**src/rtl/bias_accum_child.sv**
```systemverilog
// bias_accum_child: accumulates K-tile partial sums, adds bias on the last beat, saturates and emits one result strobe.
module bias_accum_child #(
  parameter int DATA_WIDTH = 16,
  parameter int ACC_WIDTH  = 25,
  parameter int CNT_WIDTH  = 8
) (
  input  logic                  clk,
  input  logic                  rst,
  input  logic                  ba_valid_in,
  input  logic [DATA_WIDTH-1:0] ba_data_in,
  input  logic [DATA_WIDTH-1:0] ba_bias_in,
  input  logic [CNT_WIDTH-1:0]  ba_num_tiles_in,
  input  logic                  ba_flush_in,
  output logic [DATA_WIDTH-1:0] ba_data_out,
  output logic                  ba_valid_out,
  output logic                  ba_busy_out,
  output logic                  ba_sat_out
);
  typedef enum logic {IDLE, ACCUM} state_t;
  localparam logic signed [ACC_WIDTH-1:0] max_v = ACC_WIDTH'((64'sd1 <<< (DATA_WIDTH-1)) - 64'sd1);
  localparam logic signed [ACC_WIDTH-1:0] min_v = -max_v - ACC_WIDTH'(1);
  state_t                       state;
  logic signed [ACC_WIDTH-1:0]  acc, data_x, bias_x, part, sum;
  logic [CNT_WIDTH-1:0]         cnt, ntiles, first_nt;
  logic                         last, hi, lo;
  logic [DATA_WIDTH-1:0]        sat_data;
  always_comb begin
    data_x   = {{(ACC_WIDTH-DATA_WIDTH){ba_data_in[DATA_WIDTH-1]}}, ba_data_in};
    bias_x   = {{(ACC_WIDTH-DATA_WIDTH){ba_bias_in[DATA_WIDTH-1]}}, ba_bias_in};
    first_nt = ba_num_tiles_in == '0 ? CNT_WIDTH'(1) : ba_num_tiles_in;
    last     = state == IDLE ? first_nt == CNT_WIDTH'(1) : cnt == ntiles - CNT_WIDTH'(1);
    part     = acc + data_x;
    sum      = part + bias_x;
    hi       = sum > max_v;
    lo       = sum < min_v;
    sat_data = hi ? {1'b0, {(DATA_WIDTH-1){1'b1}}} : lo ? {1'b1, {(DATA_WIDTH-1){1'b0}}} : sum[DATA_WIDTH-1:0];
  end
  always_ff @(posedge clk) begin
    if (!rst) begin
      state        <= IDLE;
      acc          <= '0;
      cnt          <= '0;
      ntiles       <= '0;
      ba_data_out  <= '0;
      ba_valid_out <= 1'b0;
      ba_sat_out   <= 1'b0;
    end else begin
      ba_valid_out <= 1'b0;
      ba_data_out  <= '0;
      if (ba_flush_in) begin
        state <= IDLE;
        acc   <= '0;
        cnt   <= '0;
      end else if (ba_valid_in && last) begin
        state        <= IDLE;
        acc          <= '0;
        cnt          <= '0;
        ba_valid_out <= 1'b1;
        ba_data_out  <= sat_data;
        ba_sat_out   <= ba_sat_out | hi | lo;
      end else if (ba_valid_in) begin
        state <= ACCUM;
        acc   <= part;
        cnt   <= cnt + CNT_WIDTH'(1);
        if (state == IDLE) ntiles <= first_nt;
      end
    end
  end
  assign ba_busy_out = state == ACCUM;
endmodule

```
**config.mk**
```make
export PLATFORM = sky130hd
export DESIGN_NAME = bias_accum_child
export DESIGN_NICKNAME = d
export VERILOG_FILES = /design/src/rtl/bias_accum_child.sv
export SDC_FILE = /design/constraint.sdc
export NUM_CORES = 1
export LEC_CHECK = 0
export CAP_MARGIN = 20
export CORE_ASPECT_RATIO = 0.5
export CORE_MARGIN = 8
export CORE_UTILIZATION = 61
export DETAILED_ROUTE_END_ITERATION = 8
export PLACE_DENSITY = 0.83
export SYNTH_ARGS = -nofsm -noshare
export SYNTH_HDL_FRONTEND = slang
export SYNTH_SLANG_ARGS = --single-unit
```
**constraint.sdc**
```tcl
create_clock -name clk -period 9.7 [get_ports clk]
set_input_delay 1.94 -clock clk [delete_from_list [all_inputs] [get_ports clk]]
set_output_delay 1.94 -clock clk [all_outputs]
set_load 0.02 [all_outputs]
```
==> run_results.csv <==
group,metric,value,unit
placed_design,portBuffers,62,
worst_setup_path,regToRegEndpoint,"ba_data_out[3]",
worst_setup_path,worst-setup-path-type,"in -> reg",
synth,seq_area_frac_synth,0.239,
power_and_ir_drop,ir_drop,0.000138,V
worst_hold_path,hold_path_end,"acc[23]",
route,ant_nets,0,
floorplanning,die_w,144,um
job,cap_violations,0,
placed_design,dp_hpwl,9590,um
global_routing,grt_pass1_wl,21100,um
clocking,cts_setup_buffers,0,
power_and_ir_drop,p_per_area,157,nW/um^2
worst_setup_path,required,9.88,ns
clocking,cts.repair.resized,0,
sta,fin_crit_sh,0.701,
synth,ys_ff_latch,60,
synth,syn_area,5030,sq um
final_layout,multi_input_area,3680,sq um
sta,slew_headroom,0.554,
synth,yosysTopAreaCell,"dfxtp_1",
sta,tightest_slew,0.666,ns
clocking,tritoncts,"done",
synth,yosys.cell_types.count,68,
clocking,root_buffer,"clkbuf_16",
worst_setup_path,startpoint_type,"input port",
worst_setup_path,worstReg2RegStart,"acc[0]",
clocking,cts_hold_buffers,0,
global_routing,grt_max_degree,42,
route,drt_wl_total,12500,um
final_layout,nFillCells,641,
worst_setup_path,reg2reg_depth,21,
sta,setup_viol_count_final,0,
clocking,htreeDepth,3,
route,routed_via_density,6.03,
worst_setup_path,cp.buffers_inverters,2,
floorplanning,rows,23,
final_layout,regArea,1200,sq um
route,dr.pass1.iters,6,
floorplanning,ios,63,
floorplanning,core,8000,sq um
route,wire_per_inst,16.2,um
route,remaining_drc_errors,0,
route,vias,4671,
worst_setup_path,cp_slowest_cell,"o311ai_4",
floorplanning,die_height,80.2,um
worst_hold_path,hp-class,"reg -> reg",
worst_setup_path,path_cells,"clkdlybuf4s50_1, ha_1, inv_1, fa_1, nor2b_2, o31a_4, o41ai_4, o31ai_1, a31o_2, a21o_1, a21oi_1, xnor2_1, ha_1, a21o_1, a21oi_1, nor2b_1, o211ai_1, a31oi_1, xor2_1, nand3_1, o311ai_4, o41ai_1",
sta,slew_viol_final,0,
worst_hold_path,hold_start,"acc[23]",
final_layout,syn_to_final_growth,19.9,%
placed_design,place_congestion,0.951,
worst_setup_path,endpoint_kind,"register",
clocking,cts_buffer_depth,2,
global_routing,grt_use_total,0.224,
sta,period_minus_slack,6.80,ns
worst_setup_path,cp_top_family,"compound AO/OA/AOI/OAI gates",
synth,async_flop_share,0,
worst_setup_path,crit_fanout,13,
final_layout,finalNetCount,756,
sta,grt_setup_unrepaired,"no",
clocking,clk_pin_slew,0.05,ns
global_routing,grt-ovfl-total,0,
outcome,status,"completed",
synth,synth-edff-count,0,
power_and_ir_drop,total_power,945,uW
clocking,clk_latency,0.33,ns
global_routing,grt_pass1_vias,4469,
worst_setup_path,r2r_slack,4.63,ns
synth,synth_ff_type,"dfxtp_1",
clocking,numCtsBuffers,9,
floorplanning,die_area,11600,sq um
worst_hold_path,hold_path_depth,2,
clocking,cts_num_sinks,60,
synth,synth_cells,603,
sta,final_hold_viol_count,0,
power_and_ir_drop,leakagePower,2.56,nW
sta,final.setup.tns,0,ns
synth,yosys-top-cells-area,"dfxtp_1, ha_1, mux2i_1, xor2_1, a21oi_1",
sta,clock_skew,0.00498,ns
worst_setup_path,worst_path_largest_cell_delay,0.55,ns
global_routing,antenna_found_initial,0,
synth,yosys.area.top_type_share,0.239,
synth,syn-num-nets,700,
route,dr.first_iter.drc_count,282,
floorplanning,start_util,0.629,
synth,ys_warn_count,0,
final_layout,fin_util,0.754,
final_layout,drive_gt1_frac,0.0558,
synth,avgSynthCellArea,8.35,sq um
worst_setup_path,worst_ep_arrival_time,6.98,ns
synth,netlist_top_cells_count,"dfxtp_1, nor2_1, a21oi_1, ha_1, nand2_1",
sta,fmax,0.147,GHz
final_layout,diodes,0,
## final cells by class
cell class	instances	area share
multi-input cells	507	0.610
flip-flops and latches	60	0.199
repair buffers	65	0.106
clock buffers	11	0.0402
well taps	112	0.0232
clock inverters	4	0.0122
inverters	16	0.00995
## layout by cell type, fill, tap and decap left out, types with 2 or more instances in the layout
| master | n |
|---|---|
| clkbuf_16 | 9 |
| or3_1 | 5 |
| o31a_4 | 2 |
| bufinv_16 | 2 |
| a311oi_1 | 2 |
| o211ai_1 | 10 |
| nand2_1 | 37 |
| nand3_1 | 17 |
| nor3_1 | 14 |
| o21ai_1 | 5 |
| nand2b_1 | 12 |
| inv_1 | 16 |
| a21oi_1 | 52 |
| nand4_1 | 9 |
| o2111ai_1 | 3 |
| a211oi_1 | 6 |
| xor2_1 | 30 |
| o21ai_0 | 22 |
| nor2_1 | 60 |
| o21a_1 | 5 |
| dfxtp_1 | 60 |
| a31oi_1 | 6 |
| a21o_1 | 17 |
| fa_1 | 2 |
| ha_1 | 51 |
| nor4_1 | 3 |
| and3_1 | 8 |
| clkdlybuf4s50_1 | 61 |
| o21bai_1 | 7 |
| o31ai_1 | 13 |
| and2_1 | 5 |
| mux2i_1 | 28 |
| or2_2 | 2 |
| buf_4 | 2 |
| and4_1 | 3 |
| xnor2_1 | 28 |
| nor2b_1 | 12 |
## registers in the layout, summed over array words and instances (netlist names)
signal,count
acc,25
ba_busy_out,1
ba_data_out,16
ba_sat_out,1
ba_valid_out,1
cnt,8
ntiles,8
## stage by stage
step / hold WS [ns] / setup WS, ns / instances / cell area, sq um
2_1_floorplan: 0.450 / 3.54 / 603 / 5030
4_1_cts: 0.477 / 2.92 / 774 / 6030
3_5_place_dp: 0.467 / 2.60 / 759 / 5710
3_3_place_gp: 0.458 / 2.75 / 759 / 5710
5_1_grt: 0.492 / 2.52 / 775 / 6030
6_report: 0.475 / 2.90 / 775 / 6030
## metal layers
layer	wire, um	vias up	GRT usage
met5	0	-	0
met4	167	0	0.0639
met3	835	24	0.0568
met2	6110	138	0.391
met1	5430	2181	0.270
li1	-	2328	-
## cell families (layout without fill, tap and decap cells)
kind of cell	after synthesis	count (layout)	share of synthesized area
simple gates	193	193	0.189
compound gates	172	172	0.241
xor+xnor	60	60	0.107
flops	60	60	0.239
fa+ha+maj	53	53	0.135
buf+inv	36	96	0.0316
mux	29	29	0.0579
## power by group
group	total (mW)	switching (mW)	leakage (nW)	internal (mW)
combinational	0.343	0.202	1.92	0.140
sequential	0.260	0.00598	0.487	0.254
clock	0.343	0.112	0.156	0.230
total	0.945	0.321	2.56	0.625
## tightest hold or removal path: cells and delay by family, from the launching register on
family / cells / cell delay [ns]
DFF: 1 / 0.31
and+or+nand+nor: 1 / 0.06
AOI/OAI and AO/OA: 1 / 0.05
## how the worst max path moves through the flow
stage	to	startpoint	depth (start not counted)	slack, ns
after floorplan	ba_data_out[4]	ba_data_in[0]	23	3.54
after global placement	ba_data_out[3]	ba_data_in[0]	22	2.75
after detailed placement	ba_data_out[11]	ba_data_in[0]	22	2.60
after CTS	ba_data_out[4]	ba_data_in[0]	22	2.92
after global routing	ba_data_out[3]	ba_data_in[0]	22	2.52
final	ba_data_out[3]	ba_data_in[0]	22	2.90
No activity file was read; power rests on OpenSTA's default activity.
